<file path="src/rtl/dcache_ctrl.sv">
// Direct-mapped, write-back, write-allocate data cache controller.
// CPU side: byte-wide READ/WRITE/ADDRESS bus with BUSYWAIT stall.
// Memory side: 32-bit block transfers with a mem_busywait handshake.
// Handshake: a memory strobe (mem_read or mem_write) is raised with its
// address/data and held unchanged until the edge where mem_busywait is low;
// that edge completes the transfer and the strobe drops or switches.
module dcache_ctrl #(
  parameter int INDEX_W = 3
) (
  input  logic        CLK,
  input  logic        RESET,
  input  logic        READ,
  input  logic        WRITE,
  input  logic [7:0]  ADDRESS,
  input  logic [7:0]  WRITEDATA,
  output logic [7:0]  READDATA,
  output logic        BUSYWAIT,
  output logic        mem_read,
  output logic        mem_write,
  output logic [5:0]  mem_address,
  output logic [31:0] mem_writedata,
  input  logic [31:0] mem_readdata,
  input  logic        mem_busywait,
  output logic [1:0]  dbg_state
);

  localparam int TAG_W  = 8 - INDEX_W - 2;
  localparam int NLINES = 1 << INDEX_W;

  typedef enum logic [1:0] {
    IDLE      = 2'd0,
    MEM_WRITE = 2'd1,
    MEM_READ  = 2'd2,
    UPDATE    = 2'd3
  } state_t;

  state_t             state;
  logic [NLINES-1:0]  valid;
  logic [NLINES-1:0]  dirty;
  logic [TAG_W-1:0]   tags  [NLINES];
  logic [31:0]        data  [NLINES];

  // Miss target is latched so a request dropped mid-miss still fills the right line.
  logic [TAG_W-1:0]   miss_tag;
  logic [INDEX_W-1:0] miss_idx;

  logic [TAG_W-1:0]   addr_tag;
  logic [INDEX_W-1:0] idx;
  logic [1:0]         off;
  logic               req;
  logic               hit;
  logic [31:0]        sel_block;

  assign addr_tag  = ADDRESS[7:INDEX_W+2];
  assign idx       = ADDRESS[INDEX_W+1:2];
  assign off       = ADDRESS[1:0];
  assign req       = READ | WRITE;
  assign sel_block = data[idx];
  assign hit       = valid[idx] && (tags[idx] == addr_tag);
  assign dbg_state = state;

  // CPU-facing outputs: hits answer in the same cycle, misses stall at once.
  always_comb begin
    BUSYWAIT = 1'b0;
    READDATA = 8'h00;
    if (RESET) begin
      if (state != IDLE) begin
        BUSYWAIT = 1'b1;
      end else if (req && !hit) begin
        BUSYWAIT = 1'b1;
      end else if (READ && !WRITE && hit) begin
        READDATA = sel_block[{off, 3'b000} +: 8];
      end
    end
  end

  // Controller FSM with line status bits and registered memory strobes.
  always_ff @(posedge CLK or negedge RESET) begin
    if (!RESET) begin
      state         <= IDLE;
      valid         <= '0;
      dirty         <= '0;
      miss_tag      <= '0;
      miss_idx      <= '0;
      mem_read      <= 1'b0;
      mem_write     <= 1'b0;
      mem_address   <= '0;
      mem_writedata <= '0;
    end else begin
      case (state)
        IDLE: begin
          if (req && hit) begin
            if (WRITE) dirty[idx] <= 1'b1;
          end else if (req) begin
            miss_tag <= addr_tag;
            miss_idx <= idx;
            if (valid[idx] && dirty[idx]) begin
              state         <= MEM_WRITE;
              mem_write     <= 1'b1;
              mem_address   <= {tags[idx], idx};
              mem_writedata <= sel_block;
            end else begin
              state       <= MEM_READ;
              mem_read    <= 1'b1;
              mem_address <= {addr_tag, idx};
            end
          end
        end
        MEM_WRITE: begin
          if (!mem_busywait) begin
            dirty[miss_idx] <= 1'b0;
            mem_write       <= 1'b0;
            mem_read        <= 1'b1;
            mem_address     <= {miss_tag, miss_idx};
            state           <= MEM_READ;
          end
        end
        MEM_READ: begin
          if (!mem_busywait) begin
            valid[miss_idx] <= 1'b1;
            dirty[miss_idx] <= 1'b0;
            mem_read        <= 1'b0;
            mem_address     <= '0;
            state           <= UPDATE;
          end
        end
        default: begin
          state <= IDLE;
        end
      endcase
    end
  end

  // Line data and tags: byte merge on write hits, whole-block load on fill.
  always_ff @(posedge CLK) begin
    if (state == IDLE && req && hit && WRITE) begin
      data[idx][{off, 3'b000} +: 8] <= WRITEDATA;
    end else if (state == MEM_READ && !mem_busywait) begin
      data[miss_idx] <= mem_readdata;
      tags[miss_idx] <= miss_tag;
    end
  end

endmodule

</file>
<file path="config.mk">
export PLATFORM = sky130hd
export DESIGN_NAME = dcache_ctrl
export DESIGN_NICKNAME = d
export VERILOG_FILES = /design/src/rtl/dcache_ctrl.sv
export SDC_FILE = /design/constraint.sdc
export NUM_CORES = 1
export LEC_CHECK = 0
export ABC_AREA = 1
export BUFFER_PORTS_ARGS = -buffer_cell sky130_fd_sc_hd__buf_2
export CAP_MARGIN = 0
export CORE_AREA = 2 2 183 185
export DETAILED_ROUTE_END_ITERATION = 6
export DIE_AREA = 0 0 185 187
export PLACE_DENSITY_LB_ADDON = 0.25
export SLEW_MARGIN = 20
export SYNTH_ARGS = -nofsm -noshare
export SYNTH_HDL_FRONTEND = slang
export SYNTH_SLANG_ARGS = --single-unit
</file>
<file path="constraint.sdc">
create_clock -name CLK -period 3.8 [get_ports CLK]
set_input_delay 0.95 -clock CLK [delete_from_list [all_inputs] [get_ports CLK]]
set_output_delay 0.95 -clock CLK [all_outputs]
set_load 0.03 [all_outputs]
</file>
==> results of run 1 <==
==> power by group <==
group          internal [mW]  switching (mW)  total (mW)
clock network           1.96            1.44        3.40
logic                  0.793            1.92        2.72
registers               4.68           0.269        4.95
total                   7.44            3.63        11.1
==> cell usage in the layout (no fill, tap or decap), drive strengths merged, types with 3 or more instances in the layout <==
master	n
dfrtp	64
a21oi	20
nand3	61
clkinv	14
nand4	32
a22o	13
nor3	9
inv	91
nand2	435
clkbuf	57
o22ai	3
buf	260
edfxtp	280
nor2	76
and3	5
o31ai	16
o21bai	4
a221oi	13
ha	9
o21ai	63
a22oi	43
==> through the flow <==
step,power (mW),util,std cells
2_1_floorplan,6.65,-,1302
3_3_place_gp,7.62,0.503,1939
3_5_place_dp,7.68,0.503,1939
4_1_cts,11.1,0.539,2005
5_1_grt,11.6,0.551,2028
6_report,11.1,0.551,2028
==> sequential cells by signal (all words and copies together) (netlist names) <==
| signal | cells |
|---|---|
| data | 256 |
| dbg_state | 2 |
| dirty | 8 |
| mem_address | 6 |
| mem_read | 1 |
| mem_write | 1 |
| mem_writedata | 32 |
| miss_idx | 3 |
| miss_tag | 3 |
| tags | 24 |
| valid | 8 |
==> cell families after synthesis <==
kind of cell	after synthesis
fa+ha+maj	9
simple gates	621
buf+inv	147
compound gates	181
flops	344
==> worst paths after layout <==
path / to / cells past startpoint
worst max-delay path: READDATA[0] / 14
worst min-delay path: valid[3]$_DFFE_PN0P_ / 1
worst max register to register: data[3][12]$_DFFE_PP_ / 12
worst min register to register: valid[3]$_DFFE_PN0P_ / 1
max in group asynchronous: dirty[3]$_DFFE_PN0P_ / 2
min in group asynchronous: mem_writedata[30]$_DFFE_PN0P_ / 2
==> layer usage <==
| layer | global-route usage | routed length (um) |
|---|---|---|
| met5 | 0 | 0 |
| met1 | 0.347 | 18200 |
| met4 | 0.0632 | 1120 |
| met2 | 0.353 | 18200 |
| met3 | 0.0510 | 3880 |
==> worst max-delay path, delay by kind of cell <==
| family | cells | cell delay [ps] |
|---|---|---|
| buffers and inverters | 5 | 720 |
| AND/OR/NAND/NOR | 8 | 1040 |
| AO/OA/AOI/OAI | 1 | 70 |
==> cell type report <==
type	instances	area, sq um	area share
Clock buffer	50	1030	0.0567
Tap cell	448	561	0.0310
Timing Repair Buffer	267	2050	0.113
Inverter	92	350	0.0194
Multi-Input combinational cell	811	4000	0.221
Clock inverter	16	108	0.00594
Sequential cell	344	10000	0.553
==> repair_timing <==
action,CTS,global route
resized for setup,9,44
gates cloned,0,5
setup buffers,0,18
pin swaps,0,14
endpoints found under the setup margin,8,8
hold buffers,0,0
==> metrics.md, run 1 <==
| Metric | Value |
|---|---|
| Initial core utilization | 0.443 |
| Final #Nets | 1615 |
| RePlAce Congestion | 0.880 |
| Final non-filler cell area | 0.0181 sq mm |
| Die Ht | around 190 um |
| Min-delay src | valid[3]$_DFFE_PN0P_ |
| Total number of vias | 10800 |
| Max Cap Violations | 0 |
| CP endpoint kind | primary output |
| CP Launch Type | input port |
| Library cells used by synthesis | 38 |
| Initial antenna violation count | 0 |
| Vias in the first global route | 10400 |
| CTS Buf Count | 37 |
| Clock Latency Late Sink | 520 ps |
| Synth async-reset ratio | 0.186 |
| Hold Fails Final Rpt | 0 |
| Antenna Nets Post-Route | 0 |
| Routed WL per cell | 20.4 um |
| Vias per inst | about 5.3 |
| TritonRoute pass-1 iters | 5 |
| CP peak stage delay | 220 ps |
| Synth Area in Adders | 0.00774 |
| Minimum clock period | 3740 ps |
| Mux contribution to synthesized area | 0 |
| I/O Buffers | about 100 |
| HPWL Detailed | around 28000 um |
| Relative slew slack | 0.325 |
| Area delta synth->final | 24.5% |
| Simple-gate share of the synthesized area | 0.178 |
| CP required | 2850 ps |
| Synth area leader | edfxtp_1 |
| Mapped Cells | 1302 |
| Fin crit share | 0.985 |
| Remaining DRCs | 0 |
| Worst hold slack | 459 ps |
| Cell Area, Placed | 0.0165 sq mm |
| Gr ovfl total | 0 |
| Most area-consuming cells after synthesis | edfxtp_1, nand2_1, dfrtp_1 |
| Worst-path fanout max | 7 |
| Ys Warns | 0 |
| Max Freq | 0.267 GHz |
| Flop2flop setup slack | 1050 ps |
| Critical Path AT | 2790 ps |
| Status | complete, no violations |
| Top cells by count, synth | nand2_1, edfxtp_1, inv_1 |
| Top-count cell post-synth | nand2_1 |
| Worst slew pin tran | 1000 ps |
| Synth Area in Compound Gates | 0.0816 |
| CTS clk-pin slew, worst paths | 60 ps |
| Largest family of logic cells by synthesized area | simple AND/OR/NAND/NOR gates |
| Clock buffer depth | 3 |
| Worst clock skew | 13.8 ps |
| First-pass GRT wire length | 61000 um |
| Share of layout cells above drive strength 1 | 0.236 |
| CTS tree | yes |
| Fin worst setup slack | ~56 ps |
| Net Count, Synth | approximately 1400 |
| Die ar. | 0.0346 sq mm |
| Worst Hold Class | flip-flop to flip-flop |
| Worst flop-to-flop path startpoint | tags[6][1]$_DFFE_PP_ |
| CP Cell Sequence | buf_4 -> inv_4 -> nand2_2 -> nor2_4 -> buf_12 -> buf_12 -> a22oi_2 -> and3_1 -> nand4_1 -> nand2_1 -> nand3_1 -> nand2_1 -> nor2_1 -> buf_4 |
| Post-synthesis xor/xnor area fraction | 0 |
| # setup viols final | 0 |
| Final Max Tran Viols | 0 |
| Sequential-to-total area share from yosys stat | 0.688 |
| Pre-CTS WS | -192 ps |
| Critical path type | input port to primary output |
| H-tree levels | 2 |
| Pwr Density | 612 mW/mm^2 |
| CTS Root Cell | clkbuf_16 |
| IO Pins | about 100 |
| Critical Path Start | ADDRESS[3] |
| Global-route usage over all layers | 0.235 |
| Syn Area/Cell | 11.2 sq um |
| Die Wd | 185 um |
| Post-synth EDFFs | 280 |
| Syn Std Cell Area | 0.0145 sq mm |
| Area of the core | around 0.033 sq mm |
| Clock sink count | roughly 340 |
| RSZ-0062 raised after global routing | true |
| # fillers | approximately 2800 |
| FF+latch count, synth | around 340 |
| CP max-delay cell | nor2_4 |
| N_diodes | 0 |
| Setup TNS | 0 ps |
| Post-Route WL | 41500 um |
| Initial DRC Count | roughly 1200 |
| Post-synth top area share | 0.578 |
| Leak | 7.50 nW |
| Predominant post-synthesis flop cell | edfxtp_1 |
| Largest net degree at the start of global routing | 65 |
| Rows | 67 |
| Peak supply drop | 0.000304 V |
No activity file was read; power rests on OpenSTA's default activity.
==> inputs of run 2 (changes only) <==
--- a/config.mk
+++ b/config.mk
@@ -5,12 +5,11 @@
 export SDC_FILE = /design/constraint.sdc
 export NUM_CORES = 1
 export LEC_CHECK = 0
-export ABC_AREA = 1
 export BUFFER_PORTS_ARGS = -buffer_cell sky130_fd_sc_hd__buf_2
 export CAP_MARGIN = 0
-export CORE_AREA = 2 2 183 185
+export CORE_AREA = 2 2 184 186
 export DETAILED_ROUTE_END_ITERATION = 6
-export DIE_AREA = 0 0 185 187
+export DIE_AREA = 0 0 186 188
 export PLACE_DENSITY_LB_ADDON = 0.25
 export SLEW_MARGIN = 20
 export SYNTH_ARGS = -nofsm -noshare
==> run 2 against run 1 <==
Net effect:
- the run now ends with setup timing left
- clock power hardly changed
- sequential share of layout area shrank 2.2 points
- total power is 3.3% lower
- critical path depth fell by 2
- final cell count down 13%
- critical endpoint is now READDATA[4]
==> metrics.md, run 2 <==
| Metric | Value |
|---|---|
| H-tree levels | 2 (unchanged) |
| Violated checks | setup timing |
| Post-synth top area share | 0.571 (was 0.578) |
| CP endpoint kind | primary output (unchanged) |
| Fin crit share | 1.01 (was 0.985) |
| Routed WL per cell | 25.4 um (was 20.4 um) |
| Worst-path fanout max | 7 (unchanged) |
| Clock sink count | 344 (unchanged) |
| CTS Buf Count | 36 (was 37) |
| FF+latch count, synth | 344 (unchanged) |
| Antenna Nets Post-Route | 0 (unchanged) |
| Rows | 67 (unchanged) |
| Max Freq | 0.260 GHz (was 0.267 GHz) |
| Worst clock skew | 11.9 ps (was 13.8 ps) |
| Relative slew slack | 0.383 (was 0.325) |
| CP Cell Sequence | buf_12 -> buf_8 -> nor2b_1 -> buf_4 -> buf_12 -> a21oi_4 -> a21oi_2 -> a211oi_2 -> buf_4 -> mux4_2 -> nor2_4 -> buf_6 (was buf_4 -> inv_4 -> nand2_2 -> nor2_4 -> buf_12 -> buf_12 -> a22oi_2 -> and3_1 -> nand4_1 -> nand2_1 -> nand3_1 -> nand2_1 -> nor2_1 -> buf_4) |
| Status | finished with violations (was complete, no violations) |
| Max layer used | met4 (unchanged) |
| Top-count cell post-synth | edfxtp_1 (was nand2_1) |
| Worst slew pin tran | 923 ps (was 1000 ps) |
| Final #Nets | 1340 (was 1615) |
| Peak supply drop | 0.000288 V (was 0.000304 V) |
| Final Max Tran Viols | 0 (unchanged) |
| IO Pins | 104 (unchanged) |
| Top flop regs | data (256), mem_writedata (32), tags (24) (unchanged) |
| Worst reg-to-reg path cell count | 10 (was 12) |
| Critical Path Sink | READDATA[4] (was READDATA[0]) |
| Max Cap Violations | 0 (unchanged) |
| CTS Root Cell | clkbuf_16 (unchanged) |
| CTS clk-pin slew, worst paths | 60 ps (about the same) |
| Fin worst setup slack | -51.3 ps (was 56.1 ps) |
| Max reg flops | 256 (unchanged) |
| Min-delay src | valid[2]$_DFFE_PN0P_ (was valid[3]$_DFFE_PN0P_) |
| DP Cell Count | 1669 (was 1939) |
| Top delay family on crit path | buffers and inverters (was simple AND/OR/NAND/NOR gates) |
| Area delta synth->final | 28.0% (was 24.5%) |
| Area of the core | 0.0331 sq mm (was 0.0329 sq mm) |
| Worst hold slack | 464 ps (was 459 ps) |
| Clock Latency Late Sink | 520 ps (about the same) |
| Vias in the first global route | 10100 (was 10400) |
| Syn Std Cell Area | 0.0147 sq mm (was 0.0145 sq mm) |
| Critical path type | input port to primary output (unchanged) |
| Critical path depth | 12 (was 14) |
| CTS tree | yes (unchanged) |
| Crit Reg-Reg Endpoint | data[4][16]$_DFFE_PP_ (was data[3][12]$_DFFE_PP_) |
| Synth area leader | edfxtp_1 (unchanged) |
| Pwr Density | 568 mW/mm^2 (was 612 mW/mm^2) |
| CP peak stage delay | 490 ps (was 220 ps) |
| Total number of vias | 10200 (was 10800) |
| Top reg by flops | data (unchanged) |
| Flop2flop setup slack | 780 ps (was 1050 ps) |
| Most frequent cells in the layout | edfxtp_1, buf_4, buf_2 (was nand2_1, edfxtp_1, buf_4) |
| Critical Path AT | 2900 ps (was 2790 ps) |
| Leak | 7.49 nW (was 7.50 nW) |
| Critical Path Start | ADDRESS[4] (was ADDRESS[3]) |
| Synth async-reset ratio | 0.186 (unchanged) |
| First-pass GRT wire length | 64900 um (was 61000 um) |
| CP Launch Type | input port (unchanged) |
| WL met3 | 4440 um (was 3880 um) |
| Wire length on met2 | 19800 um (was 18200 um) |
| # setup viols final | 4 (was 0) |
| Mapped Cells | 990 (was 1302) |
| Buf/Inv on CP | 6 (was 5) |
| Initial DRC Count | 1040 (was 1204) |
| Worst Hold Class | flip-flop to flip-flop (unchanged) |
| Minimum clock period | 3850 ps (was 3740 ps) |
| Most area-consuming cells after synthesis | edfxtp_1, dfrtp_1, mux4_2 (was edfxtp_1, nand2_1, dfrtp_1) |
| Final cell count without fillers | 1755 (was 2028) |
| Post-synth EDFFs | 280 (unchanged) |
| Library cells used by synthesis | 66 (was 38) |
| # fillers | 2628 (was 2848) |
| Predominant post-synthesis flop cell | edfxtp_1 (unchanged) |
| Largest net degree at the start of global routing | 65 (unchanged) |
| Initial antenna violation count | 0 (unchanged) |
| WL met1 | 18600 um (was 18200 um) |
| Vias per inst | 5.81 (was 5.32) |
| Leading cell type in the layout, fill and taps excluded | edfxtp_1 (was nand2_1) |
| Top cells by count, synth | edfxtp_1, nand2_1, o21ai_0 (was nand2_1, edfxtp_1, inv_1) |
| HPWL Detailed | 32100 um (was 28400 um) |
| CP required | 2850 ps (about the same) |
| RePlAce Congestion | 0.893 (was 0.880) |
| Share of layout cells above drive strength 1 | 0.406 (was 0.236) |
| Hold Fails Final Rpt | 0 (unchanged) |
| TritonRoute pass-1 iters | 6 (was 5) |
| Die Ht | 188 um (was 187 um) |
| Clock buffer depth | 3 (unchanged) |
| Global-route usage over all layers | 0.257 (was 0.235) |
| Sequential-to-total area share from yosys stat | 0.680 (was 0.688) |
| Syn Area/Cell | 14.9 sq um (was 11.2 sq um) |
| Post-Route WL | 44600 um (was 41500 um) |
| RSZ-0062 raised after global routing | true (unchanged) |
| CP max-delay cell | mux4_2 (was nor2_4) |
| Die Wd | 186 um (was 185 um) |
| Die ar. | 0.0350 sq mm (was 0.0346 sq mm) |
| Setup TNS | -82.8 ps (was 0 ps) |
| Worst flop-to-flop path startpoint | tags[6][2]$_DFFE_PP_ (was tags[6][1]$_DFFE_PP_) |
| Remaining DRCs | 0 (unchanged) |
| I/O Buffers | 103 (unchanged) |
| Gr ovfl total | 0 (unchanged) |
| Ys Warns | 0 (unchanged) |
| Net Count, Synth | 1052 (was 1364) |
| Initial core utilization | 0.445 (was 0.443) |
[run 2: cell count changes after synthesis, sizes merged, moves of 28 or more]
cell / change
inv: -72
and3: +28
mux2: +39
nand2: -358
nand4: -30
mux2i: +30
mux4: +28
a31o: +34
nand3: -47
nor2: -28
[run 2: worst reg2reg max path: stages (launching register included)]
cell	delay, ps
edfxtp_1	350
mux2_4	290
a221oi_4	270
o22ai_2	140
xor2_2	180
nor3_4	230
buf_4	140
buf_4	130
nand3_1	290
o21ai_0	440
buf_4	270
[run 2: timing repair]
action	in CTS	in global routing
pin swaps	12	21
endpoints found under the setup margin	9	9
resized for setup	83	38
hold buffers	0	0
setup buffers	13	6
gates cloned	1	0
[run 2: logic make-up (layout without fill, tap and decap cells)]
group,after synthesis,after routing,share of synthesized area
DFF,344,344,0.680
AOI/OAI and AO/OA,239,239,0.117
and+or+nand+nor,222,222,0.0728
muxes,97,97,0.0954
buffers and inverters,75,391,0.0240
adders and majority gates,9,9,0.00765
xor gates and xnor gates,4,4,0.00289
other,0,1,0
[run 2: power breakdown]
group          internal [mW]  switching [mW]  leakage (nW)
Combinational          0.900            1.47          3.48
Sequential              4.70           0.212          3.44
Clock                   2.02            1.41         0.560
Total                   7.61            3.10          7.49
[run 2: layout make-up]
type / instances / area [sq um] / area share
Inverter: 18 / 68.8 / 0.00365
Timing Repair Buffer: 307 / 2380 / 0.126
Clock inverter: 14 / 128 / 0.00677
Clock buffer: 52 / 1020 / 0.0543
Sequential cell: 344 / 10000 / 0.531
Multi-Input combinational cell: 571 / 4660 / 0.248
Tap cell: 448 / 561 / 0.0298
Antenna cell: 1 / 2.50 / 0.000133
[run 2: through the flow]
stage                     total power [mW]  cell area [sq um]  worst slack [ps]  utilization
final                                 10.7              18800             -51.3        0.569
after global routing                  11.1              18800              -101        0.569
after CTS                             10.7              18600             -25.6        0.562
after detailed placement              7.23              17000              -368        0.515
after global placement                7.19              17000              -365        0.515
after floorplan                       6.24              14800              -272            -
[run 2: per-layer routing]
| layer | global-route usage | vias up |
|---|---|---|
| li1 | - | 4467 |
| met1 | 0.364 | 5089 |
| met2 | 0.385 | 540 |
| met3 | 0.0645 | 100 |
| met4 | 0.0957 | 0 |
| met5 | 0 | - |
[run 2: worst min-delay path by stage]
stage,slack [ps],cells past startpoint,end
2_1_floorplan,430,1,valid[1]$_DFFE_PN0P_
3_3_place_gp,450,1,valid[3]$_DFFE_PN0P_
6_report,460,1,valid[2]$_DFFE_PN0P_
5_1_grt,480,1,valid[1]$_DFFE_PN0P_
4_1_cts,470,1,valid[1]$_DFFE_PN0P_
3_5_place_dp,450,1,valid[1]$_DFFE_PN0P_
==> inputs of run 3 (changes only) <==
--- a/config.mk
+++ b/config.mk
@@ -7,9 +7,9 @@
 export LEC_CHECK = 0
 export BUFFER_PORTS_ARGS = -buffer_cell sky130_fd_sc_hd__buf_2
 export CAP_MARGIN = 0
-export CORE_AREA = 2 2 184 186
+export CORE_AREA = 2 2 160 162
 export DETAILED_ROUTE_END_ITERATION = 6
-export DIE_AREA = 0 0 186 188
+export DIE_AREA = 0 0 162 164
 export PLACE_DENSITY_LB_ADDON = 0.25
 export SLEW_MARGIN = 20
 export SYNTH_ARGS = -nofsm -noshare
==> run 3 against run 2 <==
Net effect:
- the run still ends with setup timing left
- critical path type unchanged
- critical path depth decreased by 1
- core utilization increased by 18 points
- first-iteration DRC count increased by 35%
- die area decreased by 24%
- total power decreased by 1.5%
- global-route usage increased by 7.4 points
- setup slack got worse by 0.88 ps
- fmax about the same
- largest cell class unchanged
- cell area decreased by 0.74%
- clock-buffer cell count decreased by 11
- via count increased by 2.5%
- clock skew increased by 2.0 ps
==> metrics.md, run 3 (same netlist as run 2, synthesis figures left out) <==
| Metric | Value |
|---|---|
| Status | finished with violations (unchanged) |
| Violated checks | setup timing (unchanged) |
| I/O Buffers | 103 (unchanged) |
| N_diodes | 0 (was 1) |
| Largest net degree at the start of global routing | 65 (unchanged) |
| # fillers | 1502 (was 2628) |
| Post-CTS Hold Fix Bufs | 0 (unchanged) |
| Critical Path AT | 2900 ps (about the same) |
| CTS tree | yes (unchanged) |
| Max Cap Violations | 0 (unchanged) |
| Top reg by flops | data (unchanged) |
| First-pass GRT wire length | 63700 um (was 64900 um) |
| Max Freq | 0.260 GHz (about the same) |
| Area of the core | 0.0248 sq mm (was 0.0331 sq mm) |
| Top flop regs | data (256), mem_writedata (32), tags (24) (unchanged) |
| Worst-path fanout max | 11 (was 7) |
| Die Wd | 162 um (was 186 um) |
| Routed WL per cell | 26.4 um (was 25.4 um) |
| Critical path type | input port to primary output (unchanged) |
| Die Ht | 164 um (was 188 um) |
| Vias in the first global route | 10100 (about the same) |
| Fin worst setup slack | -52.2 ps (was -51.3 ps) |
| Leak | 7.49 nW (about the same) |
| Remaining DRCs | 0 (unchanged) |
| Clock Latency Late Sink | 520 ps (about the same) |
| Initial antenna violation count | 0 (unchanged) |
| CTS clk-pin slew, worst paths | 60 ps (about the same) |
| Gr ovfl total | 0 (unchanged) |
| Final Max Tran Viols | 0 (unchanged) |
| IO Pins | 104 (unchanged) |
| Pwr Density | 564 mW/mm^2 (was 568 mW/mm^2) |
| Clock sink count | 344 (unchanged) |
| Rows | 58 (was 67) |
| Fin crit share | 1.01 (about the same) |
| Share of layout cells above drive strength 1 | 0.398 (was 0.406) |
| # setup viols final | 8 (was 4) |
| RePlAce Congestion | 0.982 (was 0.893) |
| Final #Nets | 1344 (was 1340) |
| Die ar. | 0.0266 sq mm (was 0.0350 sq mm) |
| H-tree levels | 2 (unchanged) |
| Multi-input gate area | 0.00462 sq mm (was 0.00466 sq mm) |
| Layout Utilization | 0.753 (was 0.569) |
| Leading cell type in the layout, fill and taps excluded | edfxtp_1 (unchanged) |
| Vias per inst | 6.40 (was 5.81) |
| Global-route usage over all layers | 0.331 (was 0.257) |
| CP Launch Type | input port (unchanged) |
| Post-Route WL | 43100 um (was 44600 um) |
| Worst hold slack | 475 ps (was 464 ps) |
| CP endpoint kind | primary output (unchanged) |
| CP required | 2850 ps (about the same) |
| Initial core utilization | 0.593 (was 0.445) |
| Flop2flop setup slack | 620 ps (was 780 ps) |
| Register area | 0.0100 sq mm (unchanged) |
| Worst slew pin tran | 990 ps (was 923 ps) |
| Total number of vias | 10500 (was 10200) |
| Clock buffer depth | 3 (unchanged) |
| Peak supply drop | 0.000405 V (was 0.000288 V) |
| Minimum clock period | 3850 ps (about the same) |
| CTS Buf Count | 35 (was 36) |
| TritonRoute pass-1 iters | 7 (was 6) |
| CTS Root Cell | clkbuf_16 (unchanged) |
| Initial DRC Count | 1407 (was 1040) |
| Setup TNS | -209 ps (was -82.8 ps) |
| Worst clock skew | 13.9 ps (was 11.9 ps) |
| Antenna Nets Post-Route | 0 (unchanged) |
| Max reg flops | 256 (unchanged) |
| Area delta synth->final | 27.0% (was 28.0%) |
| Most frequent cells in the layout | edfxtp_1, buf_4, buf_2 (unchanged) |
| RSZ-0062 raised after global routing | true (unchanged) |
| Relative slew slack | 0.339 (was 0.383) |
| Worst Hold Class | flip-flop to flip-flop (unchanged) |
| Hold Fails Final Rpt | 0 (unchanged) |
| HPWL Detailed | 30200 um (was 32100 um) |
-- run 3: changes by cell type in the layout (fill, tap and decap cells not counted), moves of 4 or more --
cell	before	now
nand2_1	72	76
nor2_1	35	40
clkinv_1	5	10
clkbuf_1	12	4
-- run 3: stage by stage --
stage	setup WS, ps	cells	area (sq um)	power (mW)
after global placement	-485	1561	17100	7.17
final	-52.2	1633	18700	10.5
after floorplan	-272	990	14800	6.24
after CTS	-9.82	1629	18600	10.5
after global routing	-118	1633	18700	10.9
after detailed placement	-485	1561	17100	7.23
-- run 3: cell type report --
type                            instances  share of cell area
Multi-Input combinational cell        571               0.247
Inverter                               18             0.00368
Sequential cell                       344               0.535
Clock inverter                         17             0.00656
Clock buffer                           41              0.0503
Tap cell                              330              0.0221
Timing Repair Buffer                  312               0.135
-- run 3: critical path: stages --
cell	delay (ps)
buf_16	130
buf_12	150
nor2_1	180
buf_6	200
a22o_1	150
a221o_1	140
a31oi_1	60
buf_4	180
mux4_2	490
nor2_2	120
buf_6	140
-- run 3: per-layer routing --
metal	routed length, um	share of wire	track usage	vias up
li1	-	-	-	4455
met1	16200	0.38	0.458	5149
met2	19900	0.46	0.517	721
met3	5210	0.12	0.0740	125
met4	1810	0.042	0.135	0
met5	0	0	0	-
-- run 3: worst paths after layout --
check	from	to	cells past startpoint
min	valid[4]$_DFFE_PN0P_	valid[4]$_DFFE_PN0P_	1
min in group asynchronous	RESET	mem_writedata[13]$_DFFE_PN0P_	2
max in group asynchronous	RESET	valid[2]$_DFFE_PN0P_	2
max	ADDRESS[3]	READDATA[7]	11
min reg2reg	valid[4]$_DFFE_PN0P_	valid[4]$_DFFE_PN0P_	1
max reg2reg	tags[4][2]$_DFFE_PP_	data[6][21]$_DFFE_PP_	12
-- run 3: what timing repair did --
action                                  CTS  global route
endpoints found under the setup margin    9             9
pin swaps                                21            10
cloned                                    2             0
resized for setup                        82            20
buffers inserted                          8             4
-- run 3: report_power, final --
part           internal (mW)  leakage (nW)  switching [mW]
sequential              4.70          3.44           0.224
combinational          0.922          3.52            1.45
clock                   1.89         0.524            1.36
total                   7.51          7.49            3.04
